--- src/rtl/fifo_word_packer_pkg.sv ---
// Shared types and constants for the FIFO word packer.
package fifo_word_packer_pkg;

    // Packer FSM: FILL gathers lanes, HOLD presents the word until accepted.
    typedef enum logic {
        FILL = 1'b0,
        HOLD = 1'b1
    } state_t;

    // Lane count of the reference build and its lane-index width.
    localparam int unsigned cDefaultLanes = 4;
    localparam int unsigned cLaneIdxW     = $clog2(cDefaultLanes);

    // Lane-index width for an arbitrary lane count (pLANES >= 2).
    function automatic int unsigned laneIdxW(input int unsigned lanes);
        return $clog2(lanes);
    endfunction

endpackage

--- src/rtl/fifo_word_packer_if.sv ---
// FIFO read side and word-stream side of the packer, bundled as one interface.
interface fifo_word_packer_if #(
    parameter int unsigned pBITS  = 8,
    parameter int unsigned pLANES = 4
);
    logic                    ififo_empty;
    logic [pBITS-1:0]        ififo_data;
    logic                    ofifo_rd;
    logic                    iflush;
    logic [pBITS*pLANES-1:0] owd_data;
    logic [pLANES-1:0]       owd_keep;
    logic                    owd_valid;
    logic                    iwd_ready;

    // Packer side.
    modport master (
        input  ififo_empty, ififo_data, iflush, iwd_ready,
        output ofifo_rd, owd_data, owd_keep, owd_valid
    );

    // Environment side: upstream FIFO, flush source and downstream sink.
    modport slave (
        output ififo_empty, ififo_data, iflush, iwd_ready,
        input  ofifo_rd, owd_data, owd_keep, owd_valid
    );
endinterface

--- src/rtl/fifo_word_packer_idle_timer.sv ---
// Saturating idle counter; expired fires in the cycle the count would reach pTIMEOUT.
module idle_timer #(
    parameter int unsigned pTIMEOUT = 16
) (
    input  logic iclk,
    input  logic ireset,
    input  logic ienable,
    input  logic iclear,
    output logic oexpired
);

    if (pTIMEOUT == 0) begin : gDisabled
        logic unusedInputs;
        assign unusedInputs = ^{iclk, ireset, ienable, iclear};
        assign oexpired     = 1'b0;
    end else begin : gTimer
        localparam int unsigned   cW    = $clog2(pTIMEOUT + 1);
        localparam logic [cW-1:0] cMax  = cW'(pTIMEOUT);
        localparam logic [cW-1:0] cLast = cW'(pTIMEOUT - 1);

        logic [cW-1:0] countQ, countD;

        // Next count: clear has priority, otherwise count up to saturation.
        always_comb begin
            countD = countQ;
            if (iclear) begin
                countD = '0;
            end else if (ienable && (countQ != cMax)) begin
                countD = countQ + 1'b1;
            end
        end

        // Count register.
        always_ff @(posedge iclk or posedge ireset) begin
            if (ireset) begin
                countQ <= '0;
            end else begin
                countQ <= countD;
            end
        end

        // Expiry is judged on the increment about to happen, so the flush
        // lands on the same edge the count reaches pTIMEOUT.
        assign oexpired = ienable && (countQ >= cLast);
    end

endmodule

--- src/rtl/fifo_word_packer.sv ---
// Pops bytes from the upstream FIFO and packs them into pLANES-wide words.
module fifo_word_packer
    import fifo_word_packer_pkg::*;
#(
    parameter int unsigned pBITS    = 8,
    parameter int unsigned pLANES   = 4,
    parameter int unsigned pTIMEOUT = 16
) (
    input logic                 iclk,
    input logic                 ireset,
    fifo_word_packer_if.master  bus
);

    localparam int unsigned        cIdxW     = laneIdxW(pLANES);
    localparam int unsigned        cCntW     = cIdxW + 1;
    localparam logic [cCntW-1:0]   cLastLane = cCntW'(pLANES - 1);

    state_t                        stateQ, stateD;
    logic [pLANES-1:0][pBITS-1:0]  laneQ, laneD;
    logic [pLANES-1:0]             keepQ, keepD;
    logic [cCntW-1:0]              cntQ, cntD;
    logic [cIdxW-1:0]              wrIdx;
    logic                          pop;
    logic                          timerEn;
    logic                          timerClr;
    logic                          expired;

    // Pop whenever filling and data is present; reset gates it combinationally.
    assign pop   = (stateQ == FILL) && !bus.ififo_empty && !ireset;
    assign wrIdx = cntQ[cIdxW-1:0];

    // Idle time only accrues on a partial word that is not being fed.
    assign timerEn  = (stateQ == FILL) && (cntQ != '0) && !pop;
    assign timerClr = pop || ((stateQ == FILL) && (stateD == HOLD));

    idle_timer #(
        .pTIMEOUT (pTIMEOUT)
    ) uIdleTimer (
        .iclk     (iclk),
        .ireset   (ireset),
        .ienable  (timerEn),
        .iclear   (timerClr),
        .oexpired (expired)
    );

    // Next-state, lane write and word release.
    always_comb begin
        stateD = stateQ;
        laneD  = laneQ;
        keepD  = keepQ;
        cntD   = cntQ;
        case (stateQ)
            FILL: begin
                if (pop) begin
                    laneD[wrIdx] = bus.ififo_data;
                    keepD[wrIdx] = 1'b1;
                    cntD         = cntQ + 1'b1;
                end
                // A flush with nothing held and nothing arriving is dropped.
                if ((pop && (cntQ == cLastLane)) ||
                    (bus.iflush && ((cntQ != '0) || pop)) ||
                    expired) begin
                    stateD = HOLD;
                end
            end
            HOLD: begin
                if (bus.iwd_ready) begin
                    stateD = FILL;
                    laneD  = '0;
                    keepD  = '0;
                    cntD   = '0;
                end
            end
            default: stateD = FILL;
        endcase
    end

    // State, lane and keep registers.
    always_ff @(posedge iclk or posedge ireset) begin
        if (ireset) begin
            stateQ <= FILL;
            laneQ  <= '0;
            keepQ  <= '0;
            cntQ   <= '0;
        end else begin
            stateQ <= stateD;
            laneQ  <= laneD;
            keepQ  <= keepD;
            cntQ   <= cntD;
        end
    end

    assign bus.ofifo_rd  = pop;
    assign bus.owd_valid = (stateQ == HOLD);
    assign bus.owd_data  = laneQ;
    assign bus.owd_keep  = keepQ;

endmodule

--- src/flat_wrapper.sv ---
// flat-port wrapper written by rule: the top's interface ports become plain ports
module fifo_word_packer_flat import fifo_word_packer_pkg::*;
#(
    parameter int unsigned pBITS    = 8,
    parameter int unsigned pLANES   = 4,
    parameter int unsigned pTIMEOUT = 16
)
  (iclk, ireset, bus_ififo_empty, bus_ififo_data, bus_iflush, bus_iwd_ready, bus_ofifo_rd, bus_owd_data, bus_owd_keep, bus_owd_valid);
  fifo_word_packer_if #(.pBITS(pBITS), .pLANES(pLANES)) bus_i ();
  input logic iclk;
  input logic ireset;
  input wire logic [$bits(bus_i.ififo_empty)-1:0] bus_ififo_empty;
  input wire logic [$bits(bus_i.ififo_data)-1:0] bus_ififo_data;
  input wire logic [$bits(bus_i.iflush)-1:0] bus_iflush;
  input wire logic [$bits(bus_i.iwd_ready)-1:0] bus_iwd_ready;
  output wire logic [$bits(bus_i.ofifo_rd)-1:0] bus_ofifo_rd;
  output wire logic [$bits(bus_i.owd_data)-1:0] bus_owd_data;
  output wire logic [$bits(bus_i.owd_keep)-1:0] bus_owd_keep;
  output wire logic [$bits(bus_i.owd_valid)-1:0] bus_owd_valid;
  assign bus_i.ififo_empty = bus_ififo_empty;
  assign bus_i.ififo_data = bus_ififo_data;
  assign bus_i.iflush = bus_iflush;
  assign bus_i.iwd_ready = bus_iwd_ready;
  assign bus_ofifo_rd = bus_i.ofifo_rd;
  assign bus_owd_data = bus_i.owd_data;
  assign bus_owd_keep = bus_i.owd_keep;
  assign bus_owd_valid = bus_i.owd_valid;
  fifo_word_packer #(.pBITS(pBITS), .pLANES(pLANES), .pTIMEOUT(pTIMEOUT)) u_core (.iclk(iclk), .ireset(ireset), .bus(bus_i));
endmodule
--- config.mk ---
export PLATFORM = sky130hd
export DESIGN_NAME = fifo_word_packer_flat
export DESIGN_NICKNAME = d
export VERILOG_FILES = /design/src/rtl/fifo_word_packer_pkg.sv /design/src/rtl/fifo_word_packer_if.sv /design/src/rtl/fifo_word_packer_idle_timer.sv /design/src/rtl/fifo_word_packer.sv /design/src/flat_wrapper.sv
export SDC_FILE = /design/constraint.sdc
export NUM_CORES = 1
export LEC_CHECK = 0
export ABC_AREA = 1
export CORE_ASPECT_RATIO = 1.4
export CORE_MARGIN = 2
export CORE_UTILIZATION = 61
export CTS_BUF_LIST = sky130_fd_sc_hd__clkbuf_8 sky130_fd_sc_hd__clkbuf_16
export DETAILED_ROUTE_END_ITERATION = 10
export DONT_BUFFER_PORTS = 1
export PLACE_DENSITY = 0.79
export REMOVE_ABC_BUFFERS = 1
export SETUP_SLACK_MARGIN = 0.5
export SLEW_MARGIN = 15
export SYNTH_ARGS = -nofsm -noshare
export SYNTH_HDL_FRONTEND = slang
export SYNTH_SLANG_ARGS = --single-unit
export TNS_END_PERCENT = 30
--- constraint.sdc ---
create_clock -name iclk -period 2.2 [get_ports iclk]
set_clock_uncertainty 0.1 [all_clocks]
set_input_delay 0.22 -clock iclk [delete_from_list [all_inputs] [get_ports iclk]]
set_output_delay 0.22 -clock iclk [all_outputs]
set_load 0.05 [all_outputs]
# ---- Yosys cells after proc, flatten, opt, wreduce, memory -nomap -nowiden
# Cells that the tools add are included.
dict set report op_classes {
  mux 19
  eq_ne 4
  addsub 2
  magnitude_cmp 3
  bitwise_logic 2
  n_reduce_logical 20
}
# op n
set ops {}
lappend ops {{2-to-1 mux 32 bit} 2}
lappend ops {{one-hot mux 32 bit (2 select lines)} 1}
lappend ops {{bitwise mux 32 bit} 1}
lappend ops {{demux 8 bit (select 2 bit)} 1}
lappend ops {{logical AND 1 bit} 10}
lappend ops {{2-to-1 mux 5 bit} 2}
lappend ops {{2-to-1 mux 4 bit} 2}
lappend ops {{2-to-1 mux 8 bit} 1}
lappend ops {{one-hot mux 4 bit (2 select lines)} 1}
lappend ops {{2-to-1 mux 3 bit} 2}
lappend ops {{one-hot mux 3 bit (2 select lines)} 1}
lappend ops {{adder 5 x 1 -> 5 bit, second input constant} 1}
lappend ops {{greater-or-equal comparator 5 x 4 -> 1 bit, second input constant} 1}
lappend ops {{inequality test 5 bit, second input constant} 1}
lappend ops {{logical OR 1 bit} 4}
lappend ops {{bitwise OR 4 bit} 1}
lappend ops {{adder 3 x 1 -> 3 bit, second input constant} 1}
lappend ops {{equality test 3 x 2 -> 1 bit, second input constant} 1}
lappend ops {{zero test 1 bit} 3}
lappend ops {{< comparator 2 x 3 -> 1 bit, second input constant} 1}
lappend ops {{2-to-1 mux 1 bit} 3}
lappend ops {{nonzero test 3 bit} 1}
lappend ops {{demux 1 bit (select 2 bit)} 1}
lappend ops {{greater-or-equal comparator 2 x 1 -> 1 bit, second input constant} 1}
lappend ops {{other kinds (6)} 6}
dict set report totals {
  elab_cells 58
  input_bits 13
  out_inout_bits 38
  register_bits 45
}

# ---- Depth between registers and ports, before layout
# Gate-level depths: netlist of run 1.
dict set report logic_depth {
  word_depth 12
  mapped_depth 11
  depth_no_buf 11
}

# ---- Cells and area by module
# Synthesis of run 1 repeated with hierarchy kept, for this count alone.
dict set report unflattened {
  hier_cells 218
  area_unflattened_um2 1983.2
}
# mod instances area_each_um2 cells_each
set by_module_without_submodules {}
lappend by_module_without_submodules {fifo_word_packer 1 1629.1 173}
lappend by_module_without_submodules {idle_timer 1 354.1 45}

# ---- Worst setup path before layout of run 1
# Ideal clock, no wire load.
dict set report synth_timing {
  path_type {flip-flop to flip-flop}
  startpoint {register u_core.stateQ (netlist: u_core.bus.owd_valid)}
  endpoint {register u_core.laneQ (netlist bit u_core.bus.owd_data[23])}
  period_less_slack_ps 1645
  setup_time_ps 128
  stages_incl_launch_ff 7
  n_path_buf 1
  setup_slack_ps 555
  arrival_time_ps 1417
  path_cell_list {dfrtp_1 nand2_2 nand2_8 nand2_4 buf_6 nand3_1 o21ai_0}
}
dict set report synth_between {
  elab_chain_cells 5
  word_cells_on_any_way 7
  classes_between {2 x eq/ne; 1 x mux; 1 x bitwise; 3 x reduce/logical}
}
# element line
set synth_lines {}
lappend synth_lines {{from (decl)} fifo_word_packer.sv:18} ;# state_t stateQ, stateD;
lappend synth_lines {{from (signal assigned)} fifo_word_packer.sv:86} ;# stateQ <= stateD;
lappend synth_lines {{NOT 1 bit} {fifo_word_packer.sv:29, fifo_word_packer.sv:52}}
lappend synth_lines {{logical AND 1 bit (2 in a row)} fifo_word_packer.sv:29} ;# assign pop = (stateQ == FILL) && !bus.ififo_empty && !ireset;
lappend synth_lines {{inequality test 2 x 1 -> 1 bit (no line)} n/a}
lappend synth_lines {{AND reduction 2 bit (no line)} n/a}
lappend synth_lines {{to (signal assigned)} fifo_word_packer.sv:87} ;# laneQ <= laneD;
lappend synth_lines {{to (decl)} fifo_word_packer.sv:19} ;# logic [pLANES-1:0][pBITS-1:0] laneQ, laneD;
# Several ways; a longest one is shown, not always the timed one.
# A chain may end at the register's enable or synchronous reset.

# ---- Worst setup path after layout of run 1
dict set report layout_timing {
  startpoint {register u_core.stateQ (netlist: u_core.bus.owd_valid)}
  endpoint {output bus_ofifo_rd}
}
dict set report layout_between {
  elab_chain_cells 3
}
# element line
set layout_lines {}
lappend layout_lines {{NOT 1 bit} fifo_word_packer.sv:29}
lappend layout_lines {{logical AND 1 bit (2 in a row)} fifo_word_packer.sv:29}
lappend layout_lines {{to (decl)} flat_wrapper.sv:16} ;# output wire logic [$bits(bus_i.ofifo_rd)-1:0] bus_ofifo_rd;
# Every way passes these cells.

==> flow_summary.json, run 1 <==
{
  "core_area_um2": 3316,
  "vias": 1502,
  "diodes": 0,
  "syn_area_per_cell_um2": 9.624,
  "grt_overflow": 0,
  "cts_buffer_depth": 2,
  "worstReg2RegStart": "u_core.uIdleTimer.gTimer.countQ[1]",
  "critPathLaunchType": "flop",
  "cts-root-buf": "clkbuf_8",
  "cp_max_fo": 5,
  "rsz0062_at_grt": "yes",
  "critPathSlowestCell": "dfrtp_1",
  "grt_pass1_wl_mm": 7.065,
  "critPathKind": "flop to primary output",
  "p_leak_nw": 1.062,
  "row_count": 25,
  "dieHeight_um": 72.75,
  "drtPass1Iterations": 4,
  "fin_crit_sh": 0.7324,
  "synth_top_area_cell": "dfrtp_1",
  "netlist.area_leader.share": 0.5468,
  "post-dp-hpwl_mm": 3.080,
  "areaGrowthSynthToFinish_pct": 7.959,
  "reg2reg_slack_ns": 0.59,
  "yosysUniqueCellTypes": 22,
  "nNetsFinal": 241,
  "r2r_cells": 11,
  "arrival_ns": 1.29,
  "grt_max_degree": 46,
  "min_path_type": "input port to flop",
  "cellPowerDensity_nw_per_um2": 1521,
  "h-tree-depth": 2,
  "peakVddDrop_v": 0.0008977,
  "timing.final.max_slew_violations": 0,
  "ys_seq_area_frac": 0.5468,
  "gp_congestion": 0.7091,
  "initial_core_util": 0.6211,
  "grt_pass1_vias": 1499,
  "slowest_delay_ns": 0.43,
  "cts_tree": "yes",
  "finalHoldViolations": 0,
  "synthesis.area_um2": 2059,
  "portBuffers": 0,
  "viasPerCell": 5.755,
  "fin_tns_setup_ns": 0,
  "worst_slew_pin_slew_ns": 0.5466,
  "synth_seq_cells": 45,
  "die_w_um": 53.11,
  "syn_inst": 214,
  "grt_usage": 0.2555,
  "pre_cts_ws_ns": 0.5128,
  "dieArea_um2": 3863,
  "route.detailed.drc": 0,
  "outcome": "complete, no violations",
  "r2r-end": "u_core.uIdleTimer.gTimer.countQ[4]",
  "crit_path_end": "bus_ofifo_rd",
  "drt_iter0_drc": 51,
  "routed_wl_mm": 4.408,
  "pin_count": 51,
  "path_clk_slew_ns": 0.08,
  "clock_latency_ns": 0.29,
  "setup_violations": 0,
  "period_minus_slack_ns": 1.611,
  "numCtsBuffers": 5,
  "critical_path_required_ns": 1.88,
  "num-fill-cells": 282,
  "slew_headroom": 0.6356,
  "antenna_found_initial": 0,
  "synth_area_leaders": "dfrtp_1, nand3_1, nand2_1, ha_1, inv_1",
  "wl_per_cell_um": 16.89,
  "max-cap-violations": 0,
  "clkSinkCount": 45,
  "final_antenna_net_count": 0,
  "yosys_warnings": 0,
  "final.setup.worst_slack_ns": 0.5887,
  "startpoint": "u_core.bus.owd_valid",
  "end_kind": "primary output",
  "fmax_mhz": 620.6,
  "worstPathCellList": "nor2_2 > nand2_4 > clkinvlp_4",
  "drive_above_1_share": 0.1991
}
==> cell usage in the layout, fill, tap and decap left out, drive strengths merged <==
cell         instances
dfrtp               45
o21ai               38
nand3               36
nand2               36
inv                 24
nor2                10
ha                   8
buf                  6
clkbuf               5
a21oi                4
nand4                2
clkinvlp             2
clkinv               2
nor3                 1
o22ai                1
dlygate4sd3          1
==> sequential cells by signal (all words and copies together), names as in the netlist <==
name	count
u_core.bus.owd_data	32
u_core.uIdleTimer.gTimer.countQ	5
u_core.bus.owd_valid	1
u_core.cntQ	3
u_core.bus.owd_keep	4
==> metrics by stage <==
stage | hold slack, ns | utilization | instance area, um2 | instances | total power [mW]
6_report | 0.03638 | 0.6706 | 2223 | 261 | 3.383
4_1_cts | 0.02983 | 0.6570 | 2178 | 259 | 3.342
3_3_place_gp | 0.1643 | 0.6257 | 2074 | 250 | 2.763
3_5_place_dp | 0.1786 | 0.6257 | 2074 | 250 | 2.841
5_1_grt | 0.03863 | 0.6706 | 2223 | 261 | 3.579
2_1_floorplan | 0.3135 | - | 1994 | 206 | 2.554
==> Yosys cell counts (all sizes together) <==
master / n
inv: 25
nand2: 36
a21oi: 4
nor2: 10
o22ai: 1
nand4: 2
nand3: 36
dfrtp: 45
buf: 6
clkbuf: 2
nor3: 1
o21ai: 38
ha: 8
==> power by group <==
| part | internal (mW) | leakage (nW) | switching [mW] |
|---|---|---|---|
| Combinational | 0.308 | 0.404 | 0.665 |
| Sequential | 1.04 | 0.613 | 0.860 |
| Clock | 0.225 | 0.0445 | 0.282 |
| Total | 1.58 | 1.06 | 1.81 |
==> worst max-delay path, delay by kind of cell (launching register included) <==
family	cells	cell delay [ns]
buf+inv	1	0.24
flops	1	0.43
simple gates	2	0.32
==> routing by layer <==
| metal | up-vias | global-route usage | routed length [um] |
|---|---|---|---|
| met4 | 0 | 0.06553 | 40 |
| li1 | 720 | - | - |
| met2 | 40 | 0.4403 | 2368 |
| met5 | - | 0 | 0 |
| met3 | 5 | 0.09836 | 323 |
| met1 | 737 | 0.2938 | 1674 |
==> cells by family after synthesis <==
group                    Yosys count  share of synthesized area
AND/OR/NAND/NOR                   85                     0.2096
buffers and inverters             33                    0.07716
flip-flops                        45                     0.5468
AO/OA/AOI/OAI                     43                     0.1179
adder cells (fa/ha/maj)            8                    0.04860
==> what timing repair did <==
action,4_1_cts,5_1_grt
setup buffers,0,2
gates resized for setup,1,14
pin swaps,0,2
endpoints found under the setup margin,3,5
hold endpoints to repair,45,0
hold buffers,1,0
==> area by class of cell <==
type	count	area, um2	area share
Inverter	25	97.59	0.04389
Tap cell	40	50.05	0.02251
Sequential cell	45	1126	0.5065
Multi-Input combinational cell	136	804.5	0.3618
Clock inverter	3	21.27	0.009567
Clock buffer	5	68.82	0.03095
Timing Repair Buffer	7	55.05	0.02476
==> worst min path at each step <==
stage	start	endpoint	slack [ns]	depth (start not counted)
after detailed placement	ireset	u_core.bus.owd_valid	0.18	2
after global placement	ireset	u_core.bus.owd_valid	0.16	2
after CTS	bus_ififo_data[7]	u_core.bus.owd_data[15]	0.03	2
after global routing	bus_ififo_data[2]	u_core.bus.owd_data[10]	0.04	2
final	bus_ififo_data[7]	u_core.bus.owd_data[15]	0.04	2
after floorplan	bus_ififo_data[7]	u_core.bus.owd_data[15]	0.31	2
Note: power is estimated with default switching activity, not from simulation.
==> run 2, diff against run 1 <==
clock period = 1.6 ns   (was 2.2 ns; I/O delays follow)
==> run 2 against run 1 <==
Net effect:
- the run now fails in global routing
- synthesized cell count stayed put
- area after synthesis unchanged
==> flow_summary.json, run 2 <==
{
  "outcome": "stopped before the end",
  "haltStage": "global routing",
  "stop_error": "[ERROR DPL-0038] Utilization greater than 100%, impossible to legalize",
  "h-tree-depth": 2,
  "netlist.area_leader.share": 0.5468,
  "synth.top_cells.by_count": "dfrtp_1, nand3_1, nand2_1",
  "async_reset_ff_frac": 1.000,
  "synthesis.area_um2": 2059,
  "pin_count": 51,
  "cts-root-buf": "clkbuf_8",
  "numCtsBuffers": 5,
  "grt_worst_setup_endpoint": "u_core.uIdleTimer.gTimer.countQ[4]$_DFFE_PP0P_/D",
  "synth_seq_cells": 45,
  "portBuffers": 0,
  "endpoint_type": "register data pin",
  "cts_buffer_depth": 2,
  "dieHeight_um": 72.75,
  "clkSinkCount": 45,
  "die_w_um": 53.11,
  "grt_max_degree": 46,
  "pre_cts_ws_ns": -0.1113,
  "synth_top_area_cell": "dfrtp_1",
  "syn_inst": 214,
  "synth_edf_count": 0,
  "post-dp-hpwl_mm": 3.074,
  "gp_congestion": 0.6638,
  "syn_area_per_cell_um2": 9.624,
  "synth_area_leaders": "dfrtp_1, nand3_1, nand2_1, ha_1, inv_1",
  "initial_core_util": 0.6211,
  "ys.flop_type": "dfrtp_1",
  "yosys_warnings": 0,
  "row_count": 25,
  "yosysMostFrequentCell": "dfrtp_1",
  "yosysUniqueCellTypes": 22,
  "ys_seq_area_frac": 0.5468,
  "dp_cells": 262
}
==> run 2: logic make-up after synthesis <==
kind of cell             after synthesis  share of synthesized area
AO/OA/AOI/OAI                         43                     0.1179
flip-flops                            45                     0.5468
buffers and inverters                 33                    0.07716
adder cells (fa/ha/maj)                8                    0.04860
AND/OR/NAND/NOR                       85                     0.2096
==> run 2: through the flow <==
step             TNS (ns)  instance area (um2)
2_1_floorplan      -9.271                 1994
3_3_place_gp            0                 2177
3_5_place_dp      -0.4053                 2177
4_1_cts        -0.0006247                 2959
==> run 2: timing repair <==
item,CTS
setup buffers,18
hold buffers,9
pin swaps,19
gates resized for setup,115
cloned,6
endpoints found under the setup margin,83
endpoints found under the hold margin,68
==> run 3, diff against run 2 <==
CORE_ASPECT_RATIO = not set   (was 1.4)
CORE_UTILIZATION = 40   (was 61)
CTS_BUF_LIST = not set   (was sky130_fd_sc_hd__clkbuf_8 sky130_fd_sc_hd__clkbuf_16)
PLACE_DENSITY = not set   (was 0.79)
PLACE_DENSITY_LB_ADDON = 0.15   (was not set)
SETUP_SLACK_MARGIN = not set   (was 0.5)
==> run 3 against run 2 <==
Net effect:
- the flow now finishes, with violations (hold timing)
==> flow_summary.json, run 3 (synthesis results as in run 1) <==
{
  "critPathKind": "flop to flop",
  "areaGrowthSynthToFinish_pct": 22.60,
  "post-dp-hpwl_mm": 2.955,
  "final_common_cell": "dfrtp_1",
  "drt_iter0_drc": 52,
  "pre_cts_ws_ns": -0.06760,
  "diodes": 0,
  "nNetsFinal": 264,
  "antenna_found_initial": 0,
  "die_w_um": 75.76,
  "route.detailed.drc": 0,
  "clkSinkCount": 45,
  "critPathLaunchType": "flop",
  "path_clk_slew_ns": 0.09,
  "wl_per_cell_um": 14.26,
  "rsz0062_at_grt": "yes",
  "fin_crit_sh": 0.9903,
  "gp_congestion": 0.7700,
  "slowest_delay_ns": 0.39,
  "dpl_cell_area_um2": 2270,
  "outcome": "complete, but fails checks",
  "final_antenna_net_count": 0,
  "viasPerCell": 4.854,
  "grt_pass1_vias": 1499,
  "dieHeight_um": 75.76,
  "final.setup.worst_slack_ns": 0.01558,
  "drtPass1Iterations": 4,
  "portBuffers": 0,
  "cts_buffer_depth": 2,
  "worst_slew_pin_slew_ns": 0.5258,
  "grt_overflow": 0,
  "worstPathCellList": "ha_2 > inv_2 > nor3_2 > ha_2 > nor2_1 > nand2_1 > nand2_1 > nand3_2 > nand2_2 > nand2_4 > nor2_2",
  "hold_ws_ns": -0.0006467,
  "worstHoldPathCells": 2,
  "end_kind": "flop",
  "peakVddDrop_v": 0.0009257,
  "most-common-layout-cells": "dfrtp_1, nand3_1, nand2_1, inv_1, buf_4",
  "arrival_ns": 1.72,
  "timing.final.max_slew_violations": 0,
  "cts_tree": "yes",
  "grt_usage": 0.1691,
  "pin_count": 51,
  "vias": 1524,
  "dieArea_um2": 5739,
  "core_area_um2": 5042,
  "cts-root-buf": "clkbuf_8",
  "critical_path_required_ns": 1.73,
  "fmax_mhz": 631.1,
  "numCtsBuffers": 5,
  "violations": "hold timing",
  "dp_cells": 296,
  "h-tree-depth": 2,
  "critPathSlowestCell": "dfrtp_1",
  "drive_above_1_share": 0.2582,
  "slew_headroom": 0.6495,
  "grt_pass1_wl_mm": 7.079,
  "largest_reg_flops": 32,
  "clock_latency_ns": 0.29,
  "max-cap-violations": 0,
  "r2r_cells": 11,
  "final_cells": 314,
  "min_path_type": "input port to flop",
  "row_count": 26,
  "initial_core_util": 0.4084,
  "setup_violations": 0,
  "period_minus_slack_ns": 1.584,
  "p_leak_nw": 1.211,
  "fin_area_um2": 2525,
  "routed_wl_mm": 4.478,
  "cellPowerDensity_nw_per_um2": 2013,
  "grt_max_degree": 46,
  "finalHoldViolations": 1,
  "cp_max_fo": 5
}
[run 3: area by class of cell]
class	count	area, um2
fillers	472	2517
flip-flops and latches	45	1127
multi-input cells	136	822.0
repair buffers	30	282.8
inverters	25	93.84
well taps	70	87.58
clock buffers	6	72.57
clock inverters	2	38.79
[run 3: routing by layer]
layer,GRT usage,vias up,part of all wire
li1,-,764,-
met1,0.2283,712,0.46
met2,0.2615,46,0.47
met3,0.06349,2,0.065
met4,0.03509,0,0.0020
met5,0,-,0
[run 3: final timing paths]
check | from | end | slack [ns]
hold / removal | bus_ififo_data[1] | u_core.bus.owd_data[1] | -0.0006
setup / recovery | u_core.uIdleTimer.gTimer.countQ[1] | u_core.uIdleTimer.gTimer.countQ[1] | 0.02
min in group asynchronous | ireset | u_core.bus.owd_valid | 0.24
hold reg to reg | u_core.bus.owd_data[6] | u_core.bus.owd_data[6] | 0.42
max in group asynchronous | ireset | u_core.uIdleTimer.gTimer.countQ[3] | 0.94
setup reg to reg | u_core.uIdleTimer.gTimer.countQ[1] | u_core.uIdleTimer.gTimer.countQ[1] | 0.02
[run 3: through the flow]
stage,util,setup TNS (ns),total power [mW]
final,0.5007,0,5.084
after global routing,0.5007,-0.4119,5.407
after CTS,0.4906,-0.01659,5.054
after detailed placement,0.4501,-0.2830,4.157
after global placement,0.4501,-0.2950,4.131
after floorplan,-,-9.271,3.512
[run 3: worst max-delay path, delay by kind of cell, from the launching register on]
family                   cells  cell delay, ns
buffers and inverters        1            0.06
flip-flops                   1            0.39
adder cells (fa/ha/maj)      2            0.35
AND/OR/NAND/NOR              8            0.61
[run 3: where the power goes]
part	total [mW]	switching [mW]	internal, mW
combinational	1.92	1.27	0.652
sequential	2.31	0.868	1.44
clock	0.856	0.387	0.469
[run 3: what timing repair did]
action / 4_1_cts / 5_1_grt
pin swaps: 1 / 11
cloned: 0 / 0
hold buffers: 8 / 0
endpoints found under the hold margin: 57 / 0
gates resized for setup: 3 / 18
buffers inserted: 1 / 1
endpoints found under the setup margin: 6 / 6
